[src/rtl/serdes_rx_deframer.sv]
// serdes_rx_deframer
//   Serial frame receiver. It hunts for SYNC_WORD on rx_bit, then collects a 32-bit payload
//   (MSB first) and, when PARITY_EN is set, one even-parity bit. Good frames are pushed into a
//   2-entry FIFO that drives an AXI-Stream master port.
// Ports
//   rx_clk          : single clock, rising edge
//   rx_reset        : asynchronous active-high reset
//   rx_bit          : serial data, one bit per rx_clk
//   m_axis_tdata    : head-of-FIFO payload word
//   m_axis_valid    : FIFO not empty
//   m_axis_ready    : consumer ready
//   locked          : high while a frame body (payload/parity) is being received
//   frame_cnt       : frames pushed into the FIFO (saturating)
//   parity_err_cnt  : frames dropped for bad parity (saturating)
//   overflow_cnt    : good frames dropped because the FIFO was full (saturating)
module serdes_rx_deframer #(
   parameter logic [7:0] SYNC_WORD = 8'hD5,
   parameter bit         PARITY_EN = 1'b1
) (
   input  logic        rx_clk,
   input  logic        rx_reset,
   input  logic        rx_bit,
   output logic [31:0] m_axis_tdata,
   output logic        m_axis_valid,
   input  logic        m_axis_ready,
   output logic        locked,
   output logic [15:0] frame_cnt,
   output logic [15:0] parity_err_cnt,
   output logic [15:0] overflow_cnt
);

   typedef enum logic [1:0] {StHunt, StPayload, StParity} state_e;

   state_e      state_q, state_d;
   logic [7:0]  hist_q, hist_d;
   logic [4:0]  bit_cnt_q, bit_cnt_d;
   logic [31:0] shift_q, shift_d;
   logic        frame_done, frame_good;
   logic [31:0] frame_word;

   // Frame FSM
   always_comb begin
      state_d    = state_q;
      hist_d     = hist_q;
      bit_cnt_d  = bit_cnt_q;
      shift_d    = shift_q;
      frame_done = 1'b0;
      frame_good = 1'b0;
      frame_word = shift_q;
      unique case (state_q)
         StHunt: begin
            // Match includes the bit being sampled on this edge.
            hist_d = {hist_q[6:0], rx_bit};
            if (hist_d == SYNC_WORD) begin
               state_d   = StPayload;
               bit_cnt_d = 5'd0;
            end
         end
         StPayload: begin
            shift_d   = {shift_q[30:0], rx_bit};
            bit_cnt_d = bit_cnt_q + 5'd1;
            if (bit_cnt_q == 5'd31) begin
               if (PARITY_EN) begin
                  state_d = StParity;
               end else begin
                  frame_done = 1'b1;
                  frame_good = 1'b1;
                  frame_word = shift_d;
                  state_d    = StHunt;
                  hist_d     = 8'h00;
               end
            end
         end
         StParity: begin
            frame_done = 1'b1;
            frame_good = ~((^shift_q) ^ rx_bit);
            state_d    = StHunt;
            // Clear history so stale payload bits can never complete a sync match.
            hist_d     = 8'h00;
         end
         default: begin
            state_d = StHunt;
            hist_d  = 8'h00;
         end
      endcase
   end

   always_ff @(posedge rx_clk or posedge rx_reset) begin
      if (rx_reset) begin
         state_q   <= StHunt;
         hist_q    <= 8'h00;
         bit_cnt_q <= 5'd0;
         shift_q   <= 32'h0;
      end else begin
         state_q   <= state_d;
         hist_q    <= hist_d;
         bit_cnt_q <= bit_cnt_d;
         shift_q   <= shift_d;
      end
   end

   // Output FIFO: 2 entries, explicit occupancy count
   logic [31:0] mem_q [2];
   logic        wr_ptr_q, rd_ptr_q;
   logic [1:0]  count_q, count_d;
   logic        pop, push, drop, perr;

   assign pop  = (count_q != 2'd0) && m_axis_ready;
   // A pop on the same edge frees a slot, so a full FIFO can still accept.
   assign push = frame_done && frame_good && ((count_q != 2'd2) || pop);
   assign drop = frame_done && frame_good && !push;
   assign perr = frame_done && !frame_good;

   always_comb begin
      count_d = count_q;
      if (push && !pop) begin
         count_d = count_q + 2'd1;
      end else if (pop && !push) begin
         count_d = count_q - 2'd1;
      end
   end

   always_ff @(posedge rx_clk or posedge rx_reset) begin
      if (rx_reset) begin
         mem_q[0] <= 32'h0;
         mem_q[1] <= 32'h0;
         wr_ptr_q <= 1'b0;
         rd_ptr_q <= 1'b0;
         count_q  <= 2'd0;
      end else begin
         if (push) begin
            mem_q[wr_ptr_q] <= frame_word;
            wr_ptr_q        <= ~wr_ptr_q;
         end
         if (pop) begin
            rd_ptr_q <= ~rd_ptr_q;
         end
         count_q <= count_d;
      end
   end

   // Saturating statistics counters
   logic [15:0] frame_cnt_q, perr_cnt_q, ovf_cnt_q;

   always_ff @(posedge rx_clk or posedge rx_reset) begin
      if (rx_reset) begin
         frame_cnt_q <= 16'h0;
         perr_cnt_q  <= 16'h0;
         ovf_cnt_q   <= 16'h0;
      end else begin
         if (push && (frame_cnt_q != 16'hFFFF)) begin
            frame_cnt_q <= frame_cnt_q + 16'd1;
         end
         if (perr && (perr_cnt_q != 16'hFFFF)) begin
            perr_cnt_q <= perr_cnt_q + 16'd1;
         end
         if (drop && (ovf_cnt_q != 16'hFFFF)) begin
            ovf_cnt_q <= ovf_cnt_q + 16'd1;
         end
      end
   end

   assign m_axis_valid   = (count_q != 2'd0);
   assign m_axis_tdata   = mem_q[rd_ptr_q];
   assign locked         = (state_q != StHunt);
   assign frame_cnt      = frame_cnt_q;
   assign parity_err_cnt = perr_cnt_q;
   assign overflow_cnt   = ovf_cnt_q;

endmodule

[config.mk]
export PLATFORM = sky130hd
export DESIGN_NAME = serdes_rx_deframer
export DESIGN_NICKNAME = d
export VERILOG_FILES = /design/src/rtl/serdes_rx_deframer.sv
export SDC_FILE = /design/constraint.sdc
export NUM_CORES = 1
export LEC_CHECK = 0
export ABC_AREA = 1
export BUFFER_PORTS_ARGS = -buffer_cell sky130_fd_sc_hd__buf_2
export CORE_MARGIN = 2
export CORE_UTILIZATION = 30
export DETAILED_ROUTE_END_ITERATION = 6
export GPL_TIMING_DRIVEN = 0
export PLACE_DENSITY = 0.43
export SYNTH_ARGS = -nofsm -noshare
export SYNTH_HDL_FRONTEND = slang
export SYNTH_SLANG_ARGS = --single-unit
export TNS_END_PERCENT = 100
[constraint.sdc]
create_clock -name rx_clk -period 10.7 [get_ports rx_clk]
set_input_delay 1.07 -clock rx_clk [delete_from_list [all_inputs] [get_ports rx_clk]]
set_output_delay 1.07 -clock rx_clk [all_outputs]
set_load 0.1 [all_outputs]
# Word level (Yosys, flattened, before mapping)
# Index checks and enable logic that the tools add are counted.
# word_totals
in_bits	4
output_inout_bits	82
ff_bits	162
elab_cells	76
# classes
bitwise	6
magnitude_cmp	3
n_eq_ne	10
n_addsub	6
reduce_logical	23
mux	16
# ops
operator	count
32-bit 2-to-1 mux	4
64-bit bitwise mux	1
16-bit by 1-bit adder with 16-bit output (second input constant)	3
16-bit != test (second input constant)	3
32-bit demux with 1-bit select	1
32-bit parity	1
7-bit case mux with 2 select lines	1
1-bit logical AND	11
5-bit case mux with 2 select lines	1
8-bit equality test (second input constant)	1
2-bit 2-to-1 mux	4
2-bit nonzero test	4
2-bit != test (second input constant)	3
5-bit by 1-bit adder with 5-bit output (second input constant)	1
5-bit equality test (second input constant)	1
5-bit 2-to-1 mux	1
2-bit >= comparator (second input constant)	2
1-bit NOT with 2-bit output	2
2-bit case mux with 2 select lines	1
2-bit AND reduction	2
1-bit logical NOT	3
1-bit NOT	3
2-bit by 1-bit adder with 2-bit output (second input constant)	1
2-bit by 1-bit equality test with 1-bit output (second input constant)	1
other kinds (7)	8

# Logic depth before layout (Yosys ltp)
# Gate-level depths: netlist of the first run.
# depth
word_depth	10
depth_mapped	21
mapped_depth_nobuf	20

# Worst setup path before layout of the first run
# Ideal clock, no wire load.
# synth_timing
path_kind	input to register
startpoint	input rx_bit
endpoint	register count_q[1]
setup_ns	0.131
t_required_ns	10.569
arrival_ns	2.726
stages	18
n_path_buf	1
path_slack_ns	7.844
cell_sequence	inv_1 nand3_1 nand3_1 nand2_1 nand2_1 nand2_1 nand2_1 nand2_1 nand2_1 nand2_2 nor2_4 buf_6 nand2_1 inv_1 ha_1 a21oi_1 o21ai_0 xor2_1
# synth_via
elab_chain_len	8
word_cells_on_any_way	10
classes_between	2 x mux; 2 x bitwise; 6 x reduce/logical
# synth_rtl
element	line	rtl
start, declared	22	input logic rx_bit,
1-bit XOR (*)	76	frame_good = ~((^shift_q) ^ rx_bit);
1-bit NOT (*)	76	
1-bit 2-to-1 mux (*)	-	
1-bit logical AND (*) (2 in series)	110	assign push = frame_done && frame_good && ((count_q != 2'd2) || pop);
net push	106	logic pop, push, drop, perr;
1-bit logical NOT	118	end else if (pop && !push) begin
1-bit logical AND	118	
2-bit nonzero test (no source line)	-	
end signal, assigned	138	count_q <= count_d;
end, declared	105	logic [1:0] count_q, count_d;
# Mark *: on every way through the listed nets, which the timed path passes. The rest lies on a longest branch.
# A chain may end at the register's enable or synchronous reset.

# Final worst setup path of the first run
# layout_timing
startpoint	register rd_ptr_q
endpoint	output m_axis_tdata[30]
# layout_via
elab_chain_len	4
# layout_rtl
element	line	rtl
start, declared	104	logic wr_ptr_q, rd_ptr_q;
start signal, assigned	136	rd_ptr_q <= ~rd_ptr_q;
1-bit NOT with 2-bit output (not written as such)	164	assign m_axis_tdata = mem_q[rd_ptr_q];
32-bit 2-to-1 mux (not written as such) (3 in series)	164	
end, declared	23	output logic [31:0] m_axis_tdata,
# No other way between the ends. The select of a mux whose other input is x is not followed.

==> impl_metrics.csv, run 1 <==
group,metric,value,unit
logic_synthesis,avgSynthCellArea,7.57,um2
logic_synthesis,muxShareOfSynthArea,0,%
worst_setup_path,critPathRequiredTime,9.63,ns
detailed_routing,detail-route-antenna-nets,0,
worst_setup_path,ff2ff_path_depth,20,
finish,final_util,35.9,%
logic_synthesis,synth_compound_area_share,3.56,%
floorplanning,die_w,172,um
worst_setup_path,critPathMaxStageDelay,0.49,ns
worst_setup_path,worstPathCellList,"clkbuf_1 > clkinv_1 > clkbuf_1 > nand2_1 > nand2_1 > buf_2",
worst_setup_path,cp_top_family,"buffers and inverters",
logic_synthesis,yosysWarningCount,0,
timing,period_needed,3.38,ns
run_status,status,"finished, final reports clean",
detailed_routing,firstDrtPassIters,4,
worst_setup_path,worstReg2RegStart,"shift_q[23]",
logic_synthesis,synth_cell_types,29,
finish,syn2layout_area_growth,17.7,%
global_route,grt.total_usage,16.8,%
power_and_ir_drop,seqPwrFrac,38.8,%
detailed_routing,wl,23600,um
finish,final_nets,1233,
power_and_ir_drop,leakage,5.28,nW
detailed_routing,num_vias,7465,
finish,register_area,4050,um2
finish,fill_cells,3125,
detailed_routing,routedWlPerCell,14.6,um
place,io_buffers,85,
cts,cts.sinks,162,
worst_setup_path,startpoint,"rd_ptr_q",
timing,setup_viol,0,
cts,cts_max_path_buffers,2,
logic_synthesis,synth_fp_nets,1128,
timing,clock.fmax,0.295,GHz
worst_setup_path,setup.worst_path.class,"flip-flop to primary output",
worst_setup_path,timing.rr.end,"count_q[1]",
finish,stdcell_area,9960,um2
detailed_routing,drtIter0Drc,511,
logic_synthesis,synthSimpleGateAreaFrac,35.4,%
timing,final.setup.tns,0,ns
global_route,grt_pass1_wl,38900,um
worst_setup_path,crit_buf_inv,4,
worst_setup_path,cp_slowest_cell,"clkbuf_1",
finish,multi_input_area,3790,um2
cts,cts.htree.levels,4,
cts,clkTransAtPathRegs,0.07,ns
floorplanning,start_util,30.5,%
logic_synthesis,synth_seq_cells,162,
cts,post_cts_buffers,0,
global_route,antenna_found_initial,0,
global_route,grt_pass1_vias,7263,
logic_synthesis,syn_area,8460,um2
worst_setup_path,rrSetupSlack,8.01,ns
timing,worst-slew-pin-transition,1.12,ns
power_and_ir_drop,powerDensity,178,nW/um2
logic_synthesis,syn_inst,1118,
cts,clk_latency,0.43,ns
floorplanning,fp.dieH,172,um
floorplanning,ioPinCount,86,
place,dpl.hpwl,16300,um
timing,rsz0062_at_grt,"false",
power_and_ir_drop,clockPowerShare,33.9,%
power_and_ir_drop,p_sw,0.671,mW
cts,hold_buffers,0,
finish,stdcell_count,1614,
worst_setup_path,cp-end-kind,"primary output",
min_path,min_path_type,"flip-flop to flip-flop",
timing,fin_crit_sh,31.6,%
logic_synthesis,seq_area_frac_synth,47.9,%
cts,numCtsBuffers,17,
place,place_area,9400,um2
logic_synthesis,synthAdderAreaFrac,0.887,%
place,placed_cells,1582,
power_and_ir_drop,finalPower,1.77,mW
finish,drive_gt1_share,13.0,%
global_route,grt_overflow,0,
global_route,grt_max_degree,113,
power_and_ir_drop,pwr-share-comb,27.3,%
detailed_routing,vias_per_cell,4.63,
worst_setup_path,crit_cells,6,
place,gp_congestion,0.741,
power_and_ir_drop,ir_worst_vdd,0.000101,V
power_and_ir_drop,internal-power,1.10,mW
cts,cts_resized,0,
timing,relSlewSlack,24.9,%
worst_setup_path,critPathMaxFanout,10,
cts,root_buffer,"clkbuf_16",
detailed_routing,drc_errors,0,
logic_synthesis,synth_xor_area_share,4.97,%
timing,worst_clock_skew,0.0132,ns
timing,finalHoldViolCount,0,
timing,drv_slew,0,
finish,antenna_cells,0,
logic_synthesis,synth_top_family_by_area,"simple AND/OR/NAND/NOR gates",
worst_setup_path,startpoint_type,"flip-flop",
power_and_ir_drop,swShare,37.9,%
floorplanning,num_rows,61,
floorplanning,dieArea,29600,um2
cts,cts_tree,"built",
floorplanning,core_area,27800,um2
worst_setup_path,cp-endpoint,"m_axis_tdata[30]",
run,max_cap_viol_count,0,
worst_setup_path,crit_arrival,2.31,ns
cells in the final DEF, fill, tap and decap left out:
| cell | synthesis | final |
|---|---|---|
| inv_2 | 10 | 10 |
| buf_2 | 20 | 105 |
| nor3b_2 | 1 | 1 |
| inv_6 | 0 | 3 |
| bufinv_16 | 0 | 1 |
| ha_1 | 6 | 6 |
| nand4_2 | 4 | 4 |
| nor2_4 | 1 | 1 |
| clkinv_1 | 1 | 1 |
| buf_4 | 1 | 1 |
| buf_6 | 4 | 4 |
| nand2_2 | 2 | 2 |
| xor2_1 | 27 | 27 |
| dfrtp_1 | 162 | 162 |
| buf_16 | 0 | 1 |
| nor3_1 | 7 | 7 |
| clkinvlp_4 | 0 | 6 |
| nor3b_1 | 1 | 1 |
| nand2_1 | 510 | 510 |
| a31oi_1 | 1 | 1 |
| nor2_1 | 30 | 30 |
| clkbuf_8 | 0 | 2 |
| clkbuf_1 | 35 | 38 |
| nand3_2 | 1 | 1 |
| o21ai_1 | 15 | 15 |
| a21oi_1 | 2 | 2 |
| clkbuf_16 | 0 | 17 |
| nand3_1 | 30 | 30 |
| nor4_1 | 3 | 3 |
| xnor2_1 | 21 | 21 |
| inv_8 | 0 | 1 |
| nand4_1 | 105 | 105 |
| o22ai_1 | 8 | 8 |
| o21ai_0 | 32 | 32 |
| nor2_2 | 1 | 1 |
| inv_1 | 77 | 76 |
cells by family (layout without fill, tap and decap cells):
group	count (synthesis)	after routing
buffers and inverters	148	266
and+or+nand+nor	696	696
adders and majority gates	6	6
xor gates and xnor gates	48	48
DFF	162	162
AOI/OAI and AO/OA	58	58
per-layer routing:
layer	track usage, %	wire (um)
met5	0	0
met4	4.71	315
met3	2.43	723
met2	27.0	10900
met1	23.5	11700
synthesized netlist by cell type:
master | count | share of area [%]
clkinv_1 | 1 | 0.044
nor2_2 | 1 | 0.074
inv_2 | 10 | 0.44
nand3_2 | 1 | 0.12
buf_2 | 20 | 1.2
o22ai_1 | 8 | 0.59
nor3b_2 | 1 | 0.15
ha_1 | 6 | 0.89
inv_1 | 77 | 3.4
xnor2_1 | 21 | 2.2
nor3_1 | 7 | 0.41
a21oi_1 | 2 | 0.12
buf_6 | 4 | 0.53
o21ai_0 | 32 | 1.9
nand2_2 | 2 | 0.15
nand2_1 | 510 | 23
nand4_1 | 105 | 7.8
nand4_2 | 4 | 0.59
nor2_1 | 30 | 1.3
xor2_1 | 27 | 2.8
nor3b_1 | 1 | 0.089
o21ai_1 | 15 | 0.89
clkbuf_1 | 35 | 1.6
nor2_4 | 1 | 0.13
dfrtp_1 | 162 | 48
nand3_1 | 30 | 1.8
nor4_1 | 3 | 0.22
buf_4 | 1 | 0.089
a31oi_1 | 1 | 0.074
power groups by stage:
stage	clock, mW	sequential (mW)	combinational, mW
global placement	0	0.698	0.490
global route	0.647	0.693	0.550
floorplan	0	0.698	0.343
finish	0.601	0.687	0.484
CTS	0.621	0.687	0.497
detailed placement	0	0.698	0.495
cell type report:
type,instances,share of cell area (%)
inverters,88,3.39
repair buffers,86,4.55
flip-flops and latches,162,40.7
plain buffers,60,2.85
clock inverters,10,1.02
clock buffers,22,4.66
well taps,378,4.75
multi-input cells,808,38.1
worst min-delay path by stage:
stage | start | to | slack (ns) | cells past startpoint
5_1_grt | mem_q[34] | mem_q[34] | 0.50 | 2
4_1_cts | mem_q[61] | mem_q[61] | 0.48 | 2
6_report | mem_q[23] | mem_q[23] | 0.48 | 2
2_1_floorplan | mem_q[0] | mem_q[0] | 0.45 | 2
3_3_place_gp | mem_q[14] | mem_q[14] | 0.46 | 2
3_5_place_dp | mem_q[54] | mem_q[54] | 0.47 | 2
worst min-delay path, cell delays in order, from the launching register on:
cell and delay [ns]:
dfrtp_1 0.34, nand2_1 0.05, nand2_1 0.06
sequential cells by signal, indices dropped and copies added, names as in the netlist:
name	flops
mem_q	64
parity_err_cnt	16
shift_q	32
rd_ptr_q	1
wr_ptr_q	1
overflow_cnt	16
hist_q	7
frame_cnt	16
state_q	2
count_q	2
bit_cnt_q	5
per-stage QoR:
| stage | worst slack [ns] | hold slack [ns] |
|---|---|---|
| floorplan | 5.25 | 0.449 |
| global placement | 2.69 | 0.463 |
| detailed placement | 7.31 | 0.466 |
| CTS | 7.24 | 0.484 |
| global route | 7.13 | 0.499 |
| finish | 7.32 | 0.479 |
Power figures use the tool's default switching activity.
==> inputs of run 2 (changes only) <==
--- a/config.mk
+++ b/config.mk
@@ -5,7 +5,7 @@
 export SDC_FILE = /design/constraint.sdc
 export NUM_CORES = 1
 export LEC_CHECK = 0
-export ABC_AREA = 1
+export ABC_AREA = 0
 export BUFFER_PORTS_ARGS = -buffer_cell sky130_fd_sc_hd__buf_2
 export CORE_MARGIN = 2
 export CORE_UTILIZATION = 30
==> constraint.sdc (replaced) <==
create_clock -name rx_clk -period 3.25 [get_ports rx_clk]
set_input_delay 0.325 -clock rx_clk [delete_from_list [all_inputs] [get_ports rx_clk]]
set_output_delay 0.325 -clock rx_clk [all_outputs]
set_load 0.1 [all_outputs]
==> impl_metrics.csv, run 2 <==
group,metric,value,unit
run_status,status,"finished, final reports clean",
timing,worst-slew-pin-transition,0.982,ns
cts,root_buffer,"clkbuf_16",
floorplanning,num_rows,61,
worst_setup_path,cp_slowest_cell,"dfrtp_1",
timing,rsz0062_at_grt,"false",
logic_synthesis,syn_inst,759,
global_route,grt.total_usage,14.3,%
min_path,hold_path_depth,3,
detailed_routing,wl,20100,um
global_route,antenna_found_initial,0,
global_route,grt_pass1_wl,32700,um
logic_synthesis,synth_enable_flop_cells,0,
finish,mostFrequentLayoutCells,"162 x dfrtp_1, 127 x nand2_1, 89 x buf_2",
logic_synthesis,netlist_top_cells_area,"dfrtp_1 49%, mux2_2 12%, mux2i_1 6.4%, xnor2_1 5.9%, nand2_1 5.7%",
timing,fin_crit_sh,93.9,%
timing,finalHoldViolCount,0,
finish,fill_cells,2874,
worst_setup_path,setup.worst_path.class,"flip-flop to flip-flop",
finish,largest_reg_flops,64,
detailed_routing,drc_errors,0,
timing,worst_clock_skew,0.0148,ns
logic_synthesis,syn_area,8350,um2
logic_synthesis,synth_cell_types,45,
finish,syn2layout_area_growth,19.6,%
worst_setup_path,critPathRequiredTime,3.60,ns
worst_setup_path,critPathMaxStageDelay,0.45,ns
logic_synthesis,synth_fp_nets,769,
timing,period_needed,3.05,ns
place,io_buffers,85,
worst_setup_path,worstPathCellList,"xnor2_1 > xnor2_1 > xnor3_1 > buf_2 > buf_2 > nand2_1 > mux2i_2 > ha_1 > nor2_1 > xor2_1",
timing,clock.fmax,0.328,GHz
detailed_routing,firstDrtPassIters,4,
finish,final_common_cell,"dfrtp_1",
finish,reg_top3,"mem_q x64, shift_q x32",
worst_setup_path,startpoint_type,"flip-flop",
detailed_routing,detail-route-antenna-nets,0,
cts,clkTransAtPathRegs,0.08,ns
global_route,grt_overflow,0,
floorplanning,ioPinCount,86,
logic_synthesis,yosysMostFrequentCell,"dfrtp_1",
worst_setup_path,cp_top_family,"XOR/XNOR gates",
worst_setup_path,critPathMaxFanout,10,
detailed_routing,routedWlPerCell,15.9,um
timing,drv_slew,0,
floorplanning,dieArea,29200,um2
logic_synthesis,avgSynthCellArea,11.0,um2
finish,final_util,36.2,%
cts,numCtsBuffers,17,
place,gp_congestion,0.717,
finish,antenna_cells,0,
logic_synthesis,synth_top_cells_by_count,"162 x dfrtp_1, 127 x nand2_1, 87 x mux2_2, 56 x xnor2_1, 53 x mux2i_1",
detailed_routing,vias_per_cell,4.68,
worst_setup_path,worstReg2RegStart,"shift_q[26]",
logic_synthesis,netlist.area_leader.share,48.5,%
worst_setup_path,timing.rr.end,"count_q[1]",
cts,cts.htree.levels,4,
worst_setup_path,cp-end-kind,"flip-flop",
finish,top_register,"mem_q",
logic_synthesis,yosysWarningCount,0,
timing,relSlewSlack,33.7,%
cts,cts.sinks,162,
worst_setup_path,rrSetupSlack,0.20,ns
floorplanning,fp.dieH,171,um
finish,drive_gt1_share,26.7,%
logic_synthesis,synth_area_leader_cell,"dfrtp_1",
cts,cts_tree,"built",
logic_synthesis,synth_seq_cells,162,
floorplanning,core_area,27600,um2
place,dpl.hpwl,14200,um
cts,post_cts_buffers,0,
detailed_routing,num_vias,5903,
timing,final.setup.tns,0,ns
global_route,grt_pass1_vias,5837,
worst_setup_path,crit_buf_inv,2,
timing,setup_viol,0,
logic_synthesis,synth_flop_cell,"dfrtp_1",
global_route,grt_max_degree,31,
logic_synthesis,seq_area_frac_synth,48.5,%
cts,cts_max_path_buffers,2,
min_path,hold_path_end,"shift_q[0]",
cts,clk_latency,0.44,ns
logic_synthesis,async_reset_ff_share,100,%
run,max_cap_viol_count,0,
worst_setup_path,ff2ff_path_depth,10,
min_path,min_path_type,"input port to flip-flop",
finish,final_nets,880,
detailed_routing,drtIter0Drc,240,
floorplanning,die_w,171,um
min_path,hold_start,"rx_bit",
worst_setup_path,crit_arrival,3.40,ns
floorplanning,start_util,30.2,%
run 2: kinds of logic after synthesis:
family / after synthesis / share of synthesized area, %
adder cells (fa/ha/maj): 6 / 0.899
XOR/XNOR: 81 / 9.02
flip-flops: 162 / 48.5
buffers and inverters: 46 / 3.16
multiplexers: 154 / 20.2
AO/OA/AOI/OAI: 13 / 1.17
AND/OR/NAND/NOR: 297 / 17.0
run 2: how the worst max path moves through the flow:
stage | startpoint | to | slack [ns] | depth (start not counted)
5_1_grt | shift_q[26] | count_q[1] | 0.02 | 10
6_report | shift_q[26] | count_q[1] | 0.20 | 10
3_3_place_gp | rx_reset | mem_q[46] | -0.51 | 2
2_1_floorplan | parity_err_cnt[0] | parity_err_cnt[7] | 0.43 | 8
4_1_cts | shift_q[26] | count_q[1] | 0.11 | 10
3_5_place_dp | shift_q[26] | count_q[1] | 0.14 | 10
run 2: final cells by class:
| cell class | instances | area [um2] | share of cell area, % |
|---|---|---|---|
| clock buffer | 17 | 425 | 4.26 |
| sequential | 162 | 4050 | 40.6 |
| buffer | 43 | 253 | 2.53 |
| tap | 378 | 473 | 4.73 |
| multi-input combinational | 551 | 4040 | 40.4 |
| clock inverter | 15 | 169 | 1.69 |
| inverter | 3 | 15.0 | 0.150 |
| timing repair buffer | 92 | 563 | 5.64 |
run 2: repair_timing:
| action | CTS | global route |
|---|---|---|
| setup endpoints to repair | 0 | 1 |
| endpoints found under the hold margin | 16 | 0 |
| resized for setup | 0 | 1 |
| hold buffers | 1 | 0 |
run 2: worst reg2reg max path: stages (launching register included):
cell and delay, ns:
dfrtp_1 0.45, xnor2_1 0.17, xnor2_1 0.30, xnor3_1 0.36, buf_2 0.31, buf_2 0.34
nand2_1 0.11, mux2i_2 0.32, ha_1 0.32, nor2_1 0.13, xor2_1 0.16
run 2: stage by stage:
step	setup WS (ns)	hold WS (ns)	instances	instance area, um2
after global placement	-0.505	0.470	1222	9260
final	0.199	0.190	1261	9990
after detailed placement	0.143	0.387	1228	9380
after CTS	0.112	0.183	1261	9990
after floorplan	0.432	0.430	759	8360
after global routing	0.0190	0.212	1261	9990
run 2: routing by layer:
layer,track usage (%),up-vias,routed length (um)
met3,2.96,17,584
met5,0,-,0
met4,3.21,0,205
li1,-,2892,-
met2,22.8,82,9060
met1,20.1,2912,10200
Power of run 2 is left out: the tool's default activity adds up to more than one toggle a clock period on the data nets, which glitch-free logic cannot reach.
